$ cat config.mk
export PLATFORM = sky130hd
export DESIGN_NAME = llfifo_scheduler
export DESIGN_NICKNAME = d
export VERILOG_FILES = /design/src/rtl/llfifo_sched_pkg.sv /design/src/rtl/rr_arbiter.sv /design/src/rtl/llfifo_scheduler.sv
export SDC_FILE = /design/constraint.sdc
export NUM_CORES = 1
export LEC_CHECK = 0
export ABC_CLOCK_PERIOD_IN_PS = 2800
export CAP_MARGIN = 20
export CORE_AREA = 3 3 46 57
export DETAILED_ROUTE_END_ITERATION = 12
export DIE_AREA = 0 0 49 60
export HOLD_SLACK_MARGIN = 0.06
export PLACE_DENSITY = 0.72
export SLEW_MARGIN = 15
export SYNTH_ARGS = -nofsm -noshare
export SYNTH_HDL_FRONTEND = slang
export SYNTH_HIERARCHICAL = 1
export SYNTH_SLANG_ARGS = --single-unit
$ cat constraint.sdc
create_clock -name clk -period 2.8 [get_ports clk]
set_input_delay 0.56 -clock clk [delete_from_list [all_inputs] [get_ports clk]]
set_output_delay 0.56 -clock clk [all_outputs]
set_load 0.01 [all_outputs]
$ cat src/rtl/llfifo_sched_pkg.sv
// Shared widths, defaults and types for the linked-list FIFO scheduler.
package llfifo_sched_pkg;

  localparam int DEF_NUM_FIFOS = 2;
  localparam int DEF_DEPTH     = 4;
  localparam int DEF_QUOTA     = 3;

  // $clog2 that never returns 0, so a 1-entry range still gets a 1-bit field.
  function automatic int safe_clog2(input int n);
    return (n <= 2) ? 1 : $clog2(n);
  endfunction

  // Width needed to hold a count from 0 up to and including depth.
  function automatic int cnt_width(input int depth);
    return safe_clog2(depth + 1);
  endfunction

  typedef logic [safe_clog2(DEF_NUM_FIFOS)-1:0] sel_t;
  typedef logic [cnt_width(DEF_DEPTH)-1:0]      cnt_t;

endpackage

$ cat src/rtl/rr_arbiter.sv
// Round-robin arbiter: first requester at or above the pointer wins, and the
// pointer moves to just past the winner. Without a grant the pointer holds.
module rr_arbiter
  import llfifo_sched_pkg::*;
#(
  parameter int N = 2,
  parameter int W = safe_clog2(N)
) (
  input  logic         clk,
  input  logic         rst,
  input  logic [N-1:0] req,
  output logic [N-1:0] gnt,
  output logic [W-1:0] gnt_idx,
  output logic         any
);

  logic [W-1:0] ptr;
  logic [W:0]   sum;
  logic [W-1:0] idx;
  logic [W:0]   nxt;

  // Scan upward from the pointer, wrapping at N-1, and take the first request.
  always_comb begin
    // NOTE: every combinational output gets a default first so no path infers a latch.
    gnt     = '0;
    gnt_idx = '0;
    any     = 1'b0;
    sum     = '0;
    idx     = '0;
    for (int off = 0; off < N; off++) begin
      sum = {1'b0, ptr} + (W+1)'(off);
      if (sum >= (W+1)'(N)) sum = sum - (W+1)'(N);
      idx = sum[W-1:0];
      if (!any && req[idx]) begin
        any      = 1'b1;
        gnt[idx] = 1'b1;
        gnt_idx  = idx;
      end
    end
  end

  // Pointer value one past the winner, modulo N.
  always_comb begin
    nxt = {1'b0, gnt_idx} + (W+1)'(1);
    if (nxt == (W+1)'(N)) nxt = '0;
  end

  // Pointer register.
  always_ff @(posedge clk) begin
    // NOTE: state registers use non-blocking assignment so every flop samples pre-edge values.
    if (rst)      ptr <= '0;
    else if (any) ptr <= nxt[W-1:0];
  end

endmodule

$ cat src/rtl/llfifo_scheduler.sv
// Round-robin push/pop scheduler with per-queue quota and occupancy
// bookkeeping cross-checked against the linked-list FIFO's flags.
module llfifo_scheduler
  import llfifo_sched_pkg::*;
#(
  parameter int NUM_FIFOS = DEF_NUM_FIFOS,
  parameter int DEPTH     = DEF_DEPTH,
  parameter int QUOTA     = DEF_QUOTA,
  parameter int SEL_WIDTH = safe_clog2(NUM_FIFOS),
  parameter int CNT_WIDTH = cnt_width(DEPTH)
) (
  input  logic                           clk,
  input  logic                           rst,
  input  logic [NUM_FIFOS-1:0]           push_req,
  input  logic [NUM_FIFOS-1:0]           pop_req,
  input  logic                           ll_full,
  input  logic [NUM_FIFOS-1:0]           ll_empty,
  output logic                           push,
  output logic [SEL_WIDTH-1:0]           push_sel,
  output logic                           pop,
  output logic [SEL_WIDTH-1:0]           pop_sel,
  output logic [NUM_FIFOS-1:0]           push_gnt,
  output logic [NUM_FIFOS-1:0]           pop_gnt,
  output logic [NUM_FIFOS*CNT_WIDTH-1:0] occupancy,
  output logic [CNT_WIDTH-1:0]           total,
  output logic                           err
);

  logic [CNT_WIDTH-1:0] cnt [NUM_FIFOS];
  logic [CNT_WIDTH-1:0] total_q;
  logic                 err_q;
  logic                 full_now;
  logic                 mismatch;
  logic [NUM_FIFOS-1:0] push_elig;
  logic [NUM_FIFOS-1:0] pop_elig;

  // Eligibility: quota and shared capacity gate pushes; only queues holding
  // entries may pop, so a queue cannot be popped in the cycle it is first pushed.
  always_comb begin
    push_elig = '0;
    pop_elig  = '0;
    full_now  = (total_q == CNT_WIDTH'(DEPTH));
    for (int i = 0; i < NUM_FIFOS; i++) begin
      push_elig[i] = !rst && push_req[i] && (cnt[i] < CNT_WIDTH'(QUOTA))
                     && !full_now && !ll_full;
      pop_elig[i]  = !rst && pop_req[i] && (cnt[i] != '0) && !ll_empty[i];
    end
  end

  rr_arbiter #(.N(NUM_FIFOS), .W(SEL_WIDTH)) u_push_arb (
    .clk     (clk),
    .rst     (rst),
    .req     (push_elig),
    .gnt     (push_gnt),
    .gnt_idx (push_sel),
    .any     (push)
  );

  rr_arbiter #(.N(NUM_FIFOS), .W(SEL_WIDTH)) u_pop_arb (
    .clk     (clk),
    .rst     (rst),
    .req     (pop_elig),
    .gnt     (pop_gnt),
    .gnt_idx (pop_sel),
    .any     (pop)
  );

  // Bookkeeping disagrees with the FIFO's own empty/full flags.
  always_comb begin
    mismatch = ((total_q == CNT_WIDTH'(DEPTH)) != ll_full);
    for (int i = 0; i < NUM_FIFOS; i++)
      mismatch = mismatch | ((cnt[i] == '0) != ll_empty[i]);
  end

  // Occupancy counters, total and sticky error flag.
  always_ff @(posedge clk) begin
    if (rst) begin
      // NOTE: the counter array is tiny and must restart at zero with the FIFO, so it is reset like any flop.
      for (int i = 0; i < NUM_FIFOS; i++) cnt[i] <= '0;
      total_q <= '0;
      err_q   <= 1'b0;
    end else begin
      for (int i = 0; i < NUM_FIFOS; i++) begin
        if (push_gnt[i] && !pop_gnt[i])      cnt[i] <= cnt[i] + CNT_WIDTH'(1);
        else if (pop_gnt[i] && !push_gnt[i]) cnt[i] <= cnt[i] - CNT_WIDTH'(1);
      end
      if (push && !pop)      total_q <= total_q + CNT_WIDTH'(1);
      else if (pop && !push) total_q <= total_q - CNT_WIDTH'(1);
      err_q <= err_q | mismatch;
    end
  end

  // Flatten the per-queue counts.
  always_comb begin
    occupancy = '0;
    for (int i = 0; i < NUM_FIFOS; i++)
      occupancy[i*CNT_WIDTH +: CNT_WIDTH] = cnt[i];
  end

  assign total = total_q;
  assign err   = err_q;

endmodule

==> results.md, run 1 <==
- Slew of the pin with the lowest slew margin: about 360 ps
- Antenna diodes: 0
- Multi-input logic area: 618 sq um
- Synth Area per Inst: roughly 10 sq um
- Post-Syn Instances: 83
- Maximum VDD drop: 0.000331 V
- Pwr Density: about 430 mW/mm^2
- Startpoint types: register
- Largest net degree at the start of global routing: 15
- RSZ-0062 raised after global routing: true
- Critical path's slowest cell: or3_4
- Dominant synthesized flop cell: edfxtp_1
- Relative slew slack: roughly 76%
- Mapped cell area: 862 sq um
- DRC Markers: 0
- Arrival time worst endpoint: around 3000 ps
- Highest clock rate: around 360 MHz
- First-pass GRT wire length: ~4000 um
- CTS tree: built
- WHS: approximately 500 ps
- Drt first pass iters: 4
- Worst path most repeated cell: or3_4
- Top cell type's share of synthesized area: around a fifth
- Routability congestion estimate: between 0.7 and 0.8
- Core area: about 0.0021 sq mm
- Syn-to-layout area delta: 77.8%
- Fillers: about 170
- Clk sinks: 12
- Vias in the first global route: between 800 and 900
- Fin. Hold Viols: 0
- Hold WC Path Type: register to register
- CTS buffer count: 3
- Net Count, Synth: between 90 and 100
- Row cnt: 18
- Total number of vias: between 800 and 900
- Final min period: 2740 ps
- Sequential share of the synthesized area: a little over a third
- Worst path cell trace: nor3b_4 > or3_4 > a2111oi_4 > buf_4 > or2_1 > ha_2 > inv_2 > fa_2 > xor2_1 > or3_4 > a21oi_2
- Clock latency on the worst-skew pair: ~290 ps
- Worst-path fanout max: 2
- IO buf count: 26
- Share of cells above drive strength 1: between 40% and 50%
- Clock Skew: between 2 and 2.5 ps
- Initial DRC count: 20
- P_leak: approximately 0.72 nW
- Placed cell area: roughly 0.0014 sq mm
- Die height: about 60 um
- Starting Density: a little over 40%
- Req. time, crit path: approximately 3000 ps
- Via density: around 4.8
- Post-synth top area cell: edfxtp_1
- CTS Hold Bufs: 0
- DP HPWL: ~1800 um
- Synth Register Bits: 12
- IO Pins: 27
- Total Die Area: between 0.002 and 0.003 sq mm
- Clock Tree Buf Depth: 2
- Post-synth cell types: 32
- Design area: ~0.0015 sq mm
- Crit end category: register
- Nets: roughly 160
- Final Slew Violations: 0
- Reg area: slightly above 300 sq um
- Synth Warn #: 6
- Initial antenna violation count: 0
- Max-cap violations: 0
- Delay-heaviest family, CP: simple AND/OR/NAND/NOR gates
- Total Routing Usage GR: between 10% and 20%
- Period utilisation layout: a little over nine tenths
- Clock slew at reported path FFs: around 80 ps
- Post-DRT Antenna Nets: 0
- Async S/R FF share, synth: 0%
- GRT overflow: 0
- Synth top area cells: edfxtp_1 21%, dfxtp_1 14%, xnor2_1 7.1%
- Outcome: finished, final reports clean
- Crit path buffers/inverters: 2
- Kind of critical path: register to register
- Drt wl/cell: roughly 14 um
- CTS root buf: clkbuf_4
- CP peak stage delay: approximately 380 ps
- Final setup violation count: 0
- H-tree depth: 1
- DRT Wirelength: between 2000 and 2500 um
- EDFF count, synth: 6
- Die W: 49 um
-- layout by cell type, fill, tap and decap left out, types with 3 or more instances in the layout --
master	synthesis	final
clkdlybuf4s50_1	0	16
dlymetal6s2s_1	0	5
xnor2_1	7	7
edfxtp_1	6	6
a21oi_2	2	3
buf_4	0	34
nand2b_1	6	6
ha_1	4	3
inv_2	0	3
clkbuf_4	0	3
and2_1	4	4
nor2_1	6	6
inv_1	9	6
dfxtp_1	6	4
dlygate4sd2_1	0	3
-- worst paths after layout --
| check | start | to | slack [ps] | depth (start not counted) |
|---|---|---|---|---|
| max | total[2]$_SDFFE_PP0P_ | total[2]$_SDFFE_PP0P_ | 60 | 11 |
| min | err$_SDFF_PP0_ | err$_SDFF_PP0_ | 500 | 2 |
| max reg2reg | total[2]$_SDFFE_PP0P_ | total[2]$_SDFFE_PP0P_ | 60 | 11 |
| min reg2reg | err$_SDFF_PP0_ | err$_SDFF_PP0_ | 500 | 2 |
-- area by class of cell --
cell class / instances / share of cell area, %
Multi-Input combinational cell: 61 / 40.3
Inverter: 9 / 2.20
Sequential cell: 12 / 19.8
Timing Repair Buffer: 60 / 33.6
Clock buffer: 3 / 1.47
Clock inverter: 1 / 0.245
Tap cell: 30 / 2.45
-- what timing repair did --
action                                  CTS  global route
resized for setup                        17            12
pin swaps                                10             5
buffers inserted                          6             3
gates cloned                              0             0
endpoints found under the setup margin   14             8
-- cells by family after synthesis --
kind of cell	count (synthesis)	synth area share, %
AND/OR/NAND/NOR	31	24.5
AO/OA/AOI/OAI	13	14.5
adder cells (fa/ha/maj)	6	10.5
buffers and inverters	10	4.35
flip-flops	12	34.8
multiplexers	1	1.16
XOR/XNOR	10	10.2
-- stage by stage --
| stage | worst slack, ps | power (W) | setup TNS, ps | utilization [%] | std cells |
|---|---|---|---|---|---|
| 4_1_cts | -23.7 | 0.000646 | -23.7 | 70.0 | 173 |
| 3_3_place_gp | -429 | 0.000500 | -5430 | 66.6 | 164 |
| 6_report | 55.3 | 0.000660 | 0 | 73.2 | 176 |
| 2_1_floorplan | -30.7 | 0.000373 | -30.7 | - | 83 |
| 3_5_place_dp | -464 | 0.000507 | -6070 | 66.6 | 164 |
| 5_1_grt | -68.0 | 0.000704 | -100 | 73.2 | 176 |
-- report_power, final --
group | internal (W) | total, W | leakage (nW) | switching [W]
Clock | 0.0000520 | 0.000122 | 0.0154 | 0.0000699
Combinational | 0.000176 | 0.000307 | 0.587 | 0.000130
Sequential | 0.000210 | 0.000232 | 0.113 | 0.0000215
-- tightest hold or removal path, stage by stage (launching register included) --
cell	delay, ps
dfxtp_1	320
inv_1	50
a41oi_1	80
-- layer usage --
metal  part of all wire (%)  global-route usage (%)  vias to the layer above
met2                     56                    33.8                       27
met5                      0                       0                        -
met1                     38                    19.7                      394
met3                    3.5                    2.99                        5
met4                    2.2                    11.8                        0
li1                       -                       -                      410
-- synth_stat cells (2+ instances only) --
| library cell | count |
|---|---|
| inv_1 | 9 |
| xnor2_1 | 7 |
| dfxtp_1 | 6 |
| edfxtp_1 | 6 |
| nand2b_1 | 6 |
| nor2_1 | 6 |
| and2_1 | 4 |
| ha_1 | 4 |
| xor2_1 | 3 |
| a21boi_1 | 2 |
| a21oi_1 | 2 |
| a21oi_2 | 2 |
| fa_1 | 2 |
| nand2b_4 | 2 |
| nor2b_1 | 2 |
| nor3_1 | 2 |
| nor4b_1 | 2 |
| or2_1 | 2 |
Power figures use the tool's default switching activity.
==> run 2: changes to the inputs <==
CTS_BUF_LIST = sky130_fd_sc_hd__clkbuf_8 sky130_fd_sc_hd__clkbuf_16   (was unset)
==> results.md, run 2 (synthesized netlist as in run 1, its figures left out) <==
- Die W: 49 um (unchanged)
- Via density: 4.73 (was 4.75)
- Total Die Area: 0.00294 sq mm (unchanged)
- Final WS setup: 47.6 ps (was 55.3 ps)
- Syn-to-layout area delta: 81.6% (was 77.8%)
- Clk sinks: 12 (unchanged)
- CP peak stage delay: 360 ps (was 380 ps)
- Initial DRC count: 7 (was 20)
- Fin. Hold Viols: 0 (unchanged)
- Die height: 60 um (unchanged)
- Maximum VDD drop: 0.000377 V (was 0.000331 V)
- Critical path's slowest cell: or3_4 (unchanged)
- DP HPWL: 1760 um (unchanged)
- Total Routing Usage GR: 19.4% (was 18.4%)
- DRT Wirelength: 2510 um (was 2450 um)
- Relative slew slack: 76.5% (was 75.9%)
- IO buf count: 26 (unchanged)
- Delay-heaviest family, CP: simple AND/OR/NAND/NOR gates (unchanged)
- Clock Skew: 1.79 ps (was 2.10 ps)
- CTS buffer count: 3 (unchanged)
- Final min period: 2750 ps (was 2740 ps)
- Total number of vias: 838 (was 836)
- Crit path buffers/inverters: 3 (was 2)
- Drt wl/cell: 14.2 um (was 13.9 um)
- CTS root buf: clkbuf_8 (was clkbuf_4)
- Worst path cell trace: nor3b_2 > or3_4 > buf_6 > a2111oi_4 > buf_4 > nand2b_4 > and2_1 > dlygate4sd2_1 (was nor3b_4 > or3_4 > a2111oi_4 > buf_4 > or2_1 > ha_2 > inv_2 > fa_2 > xor2_1 > or3_4 > a21oi_2)
- Crit end category: output port (was register)
- Outcome: finished, final reports clean (unchanged)
- Req. time, crit path: 2240 ps (was 3030 ps)
- Largest net degree at the start of global routing: 15 (unchanged)
- Kind of critical path: register to output port (was register to register)
- Drt first pass iters: 4 (unchanged)
- Total Power: 0.000705 W (was 0.000660 W)
- Max-cap violations: 0 (unchanged)
- Post-DRT Antenna Nets: 0 (unchanged)
- Share of cells above drive strength 1: 44.9% (was 44.5%)
- Final Slew Violations: 0 (unchanged)
- Initial antenna violation count: 0 (unchanged)
- Post-layout util: 74.7% (was 73.2%)
- Pre-CTS setup slack: -464 ps (unchanged)
- H-tree depth: 1 (unchanged)
- CTS tree: built (unchanged)
- Arrival time worst endpoint: 2190 ps (was 2980 ps)
- Vias in the first global route: 922 (was 874)
- DRC Markers: 0 (unchanged)
- Antenna diodes: 0 (unchanged)
- Worst-path fanout max: 3 (was 2)
- Most frequent cells in the layout: 34 x buf_4, 17 x clkdlybuf4s50_1, 7 x inv_1, 7 x xnor2_1 (was 34 x buf_4, 16 x clkdlybuf4s50_1, 7 x xnor2_1)
- Routability congestion estimate: 0.752 (unchanged)
- Final setup violation count: 0 (unchanged)
- Hold WC Path Type: register to register (unchanged)
- First-pass GRT wire length: 4150 um (was 3980 um)
- Pwr Density: 451 mW/mm^2 (was 431 mW/mm^2)
- RSZ-0062 raised after global routing: true (unchanged)
- GRT overflow: 0 (unchanged)
- Period utilisation layout: 98.3% (was 98.0%)
- IO Pins: 27 (unchanged)
- Fillers: 157 (was 166)
- WHS: 529 ps (was 501 ps)
- Core area: 0.00209 sq mm (unchanged)
- Nets: 163 (was 162)
- Clock slew at reported path FFs: 60 ps (was 80 ps)
- Highest clock rate: 363 MHz (was 364 MHz)
- P_leak: 0.697 nW (was 0.715 nW)
- Commonest non-fill, non-tap cell in the layout: buf_4 (unchanged)
- Startpoint types: register (unchanged)
- Slew of the pin with the lowest slew margin: 352 ps (was 361 ps)
- Clock latency on the worst-skew pair: 250 ps (was 290 ps)
- Starting Density: 41.2% (unchanged)
- Row cnt: 18 (unchanged)
- Clock Tree Buf Depth: 2 (unchanged)
- CTS Hold Bufs: 0 (unchanged)
## run 2: worst paths after layout
kind | startpoint | endpoint | slack (ps) | depth (start not counted)
worst max-delay path | total[2]$_SDFFE_PP0P_ | push_gnt[1] | 50 | 8
worst min-delay path | err$_SDFF_PP0_ | err$_SDFF_PP0_ | 530 | 2
worst max register to register | total[2]$_SDFFE_PP0P_ | total[2]$_SDFFE_PP0P_ | 60 | 11
worst min register to register | err$_SDFF_PP0_ | err$_SDFF_PP0_ | 530 | 2
## run 2: cell type report
type | instances | area (sq um) | share of cell area (%)
Timing Repair Buffer | 61 | 527 | 33.7
Sequential cell | 12 | 303 | 19.3
Inverter | 9 | 33.8 | 2.16
Tap cell | 30 | 37.5 | 2.40
Clock buffer | 3 | 41.3 | 2.64
Clock inverter | 1 | 3.75 | 0.240
Multi-Input combinational cell | 61 | 619 | 39.6
## run 2: worst min-delay path, stage by stage (launching register included)
cell and delay (ps):
dfxtp_1 320, inv_1 60, a41oi_1 90
## run 2: through the flow
step / instance area [sq um] / setup TNS, ps / instances
2_1_floorplan: 906 / -30.7 / 83
3_3_place_gp: 1400 / -5430 / 164
3_5_place_dp: 1400 / -6070 / 164
4_1_cts: 1510 / 0 / 174
5_1_grt: 1570 / -42.1 / 177
6_report: 1570 / 0 / 177
## run 2: report_power, final
group          internal [W]  switching, W  leakage [nW]
Sequential         0.000210     0.0000187         0.113
Clock             0.0000974     0.0000748        0.0231
Combinational      0.000174      0.000130         0.560
Total              0.000482      0.000223         0.697
## run 2: metal layers
metal | track usage [%] | wire [um] | vias to the layer above
li1 | - | - | 414
met1 | 19.0 | 997 | 394
met2 | 37.3 | 1380 | 25
met3 | 4.24 | 79 | 5
met4 | 11.8 | 51 | 0
met5 | 0 | 0 | -
## run 2: timing repair
item,4_1_cts,5_1_grt
resized for setup,21,9
buffers inserted,6,3
pin swaps,12,5
setup endpoints to repair,18,9
==> run 3: changes to the inputs <==
CAP_MARGIN = 30   (was 20)
PLACE_DENSITY = unset   (was 0.72)
PLACE_DENSITY_LB_ADDON = 0.2   (was unset)
==> results.md, run 3 (synthesized netlist as in run 1, its figures left out) <==
- DRT Wirelength: 2180 um (was 2510 um)
- Initial DRC count: 10 (was 7)
- Die height: 60 um (unchanged)
- Most frequent cells in the layout: 30 x buf_4, 16 x clkdlybuf4s50_1, 8 x inv_1 (was 34 x buf_4, 17 x clkdlybuf4s50_1, 7 x inv_1, 7 x xnor2_1)
- Fin. Hold Viols: 0 (unchanged)
- First-pass GRT wire length: 3760 um (was 4150 um)
- DRC Markers: 0 (unchanged)
- Clk sinks: 12 (unchanged)
- Crit end category: register (was output port)
- Multi-input logic area: 611 sq um (was 619 sq um)
- Max-cap violations: 0 (unchanged)
- M1 WL: 1000 um (was 997 um)
- Share of cells above drive strength 1: 43.0% (was 44.9%)
- Starting Density: 41.2% (unchanged)
- CTS root buf: clkbuf_8 (unchanged)
- Antenna diodes: 0 (unchanged)
- H-tree depth: 1 (unchanged)
- Arrival time worst endpoint: 2750 ps (was 2190 ps)
- Core area: 0.00209 sq mm (unchanged)
- Row cnt: 18 (unchanged)
- P_leak: 0.666 nW (was 0.697 nW)
- Vias in the first global route: 851 (was 922)
- Switching Share: 30.8% (was 31.6%)
- Comb pwr share: 42.4% (was 43.1%)
- Via density: 4.63 (was 4.73)
- CTS buffer count: 3 (unchanged)
- Pre-CTS setup slack: -516 ps (was -464 ps)
- Startpoint types: register (unchanged)
- Final WS setup: 46.1 ps (was 47.6 ps)
- Worst-path fanout max: 3 (unchanged)
- Highest clock rate: 363 MHz (about the same)
- Reg2reg path depth: 10 (was 11)
- Commonest non-fill, non-tap cell in the layout: buf_4 (unchanged)
- Nets: 158 (was 163)
- Final TNS setup: 0 ps (unchanged)
- Total Die Area: 0.00294 sq mm (unchanged)
- Slew of the pin with the lowest slew margin: 318 ps (was 352 ps)
- Clock power share: 23.7% (was 24.4%)
- DR WL met3: 86 um (was 79 um)
- Drt first pass iters: 4 (unchanged)
- Total number of vias: 797 (was 838)
- Final setup violation count: 0 (unchanged)
- Total Routing Usage GR: 16.6% (was 19.4%)
- Req. time, crit path: 2790 ps (was 2240 ps)
- Die W: 49 um (unchanged)
- Final min period: 2750 ps (about the same)
- Clock Tree Buf Depth: 2 (unchanged)
- Pwr Density: 456 mW/mm^2 (was 451 mW/mm^2)
- RSZ-0062 raised after global routing: true (unchanged)
- Drt wl/cell: 12.7 um (was 14.2 um)
- CTS tree: built (unchanged)
- Reg area: 303 sq um (unchanged)
- Post-DRT Antenna Nets: 0 (unchanged)
- Clock slew at reported path FFs: 60 ps (about the same)
- Routability congestion estimate: 0.772 (was 0.752)
- Hold WC Path Type: register to register (unchanged)
- Maximum VDD drop: 0.000341 V (was 0.000377 V)
- IO buf count: 26 (unchanged)
- Initial antenna violation count: 0 (unchanged)
- Syn-to-layout area delta: 74.6% (was 81.6%)
- CTS Hold Bufs: 0 (unchanged)
- Kind of critical path: register to register (was register to output port)
- Clock Skew: 1.00 ps (was 1.79 ps)
- Relative slew slack: 78.8% (was 76.5%)
- Final Slew Violations: 0 (unchanged)
- Largest net degree at the start of global routing: 15 (unchanged)
- Period utilisation layout: 98.4% (was 98.3%)
- Fillers: 159 (was 157)
- Clock latency on the worst-skew pair: 240 ps (was 250 ps)
- DP HPWL: 1700 um (was 1760 um)
- Internal power: 0.000475 W (was 0.000482 W)
- WL met2: 1080 um (was 1380 um)
- Flop pwr share: 33.9% (was 32.5%)
- Sw power: 0.000211 W (was 0.000223 W)
- GRT overflow: 0 (unchanged)
- Min-Delay Path Depth: 2 (unchanged)
- Max layer used: met4 (unchanged)
- Outcome: finished, final reports clean (unchanged)
- IO Pins: 27 (unchanged)
-- run 3: cell types whose count changed in the layout (fill, tap and decap cells not counted), sizes merged --
cell | before | now
buf | 37 | 31
clkdlybuf4s50 | 17 | 16
clkbuf | 3 | 5
-- run 3: metal layers --
metal,vias up,global-route usage (%)
met4,0,6.10
met3,2,2.99
met5,-,0
met2,22,29.5
li1,401,-
met1,372,20.1
-- run 3: cell type report --
type	instances	area share [%]
clock buffers	3	2.74
clock inverters	1	0.249
inverters	9	2.24
multi-input cells	61	40.6
flip-flops and latches	12	20.1
well taps	30	2.49
repair buffers	56	31.6
-- run 3: what timing repair did --
item,CTS,global route
setup endpoints to repair,15,5
endpoints found under the hold margin,0,0
buffers inserted,2,2
gates resized for setup,13,16
pin swaps,3,8
-- run 3: metrics by stage --
stage / hold slack, ps / cells / power [W] / cell area, sq um / util [%]
after global routing: 545 / 172 / 0.000728 / 1510 / 71.9
after global placement: 474 / 164 / 0.000502 / 1400 / 66.6
after detailed placement: 483 / 164 / 0.000506 / 1400 / 66.6
final: 485 / 172 / 0.000686 / 1510 / 71.9
after floorplan: 483 / 83 / 0.000373 / 906 / -
after CTS: 490 / 170 / 0.000670 / 1450 / 69.4
-- run 3: path summary, 6_finish.rpt --
path / startpoint / endpoint / slack [ps]
min reg2reg: err$_SDFF_PP0_ / err$_SDFF_PP0_ / 490
min: err$_SDFF_PP0_ / err$_SDFF_PP0_ / 490
max reg2reg: total[2]$_SDFFE_PP0P_ / cnt[0][2]$_SDFFCE_PN0P_ / 50
max: total[2]$_SDFFE_PP0P_ / cnt[0][2]$_SDFFCE_PN0P_ / 50
-- run 3: power groups by stage --
stage / logic (W) / clock network, W / registers [W]
2_1_floorplan: 0.000124 / 0 / 0.000249
3_3_place_gp: 0.000271 / 0 / 0.000230
3_5_place_dp: 0.000274 / 0 / 0.000231
4_1_cts: 0.000277 / 0.000165 / 0.000228
5_1_grt: 0.000316 / 0.000176 / 0.000236
6_report: 0.000291 / 0.000163 / 0.000232
-- run 3: critical path, cell delays in order, from the launching register on --
cell and delay, ps:
dfxtp_2 320, nor3b_4 150, or3_4 360, a2111oi_4 370
a21boi_2 100, nand2b_4 160, or2_4 230, fa_2 400
xor2_2 180, xnor2_1 150, nor2_1 60
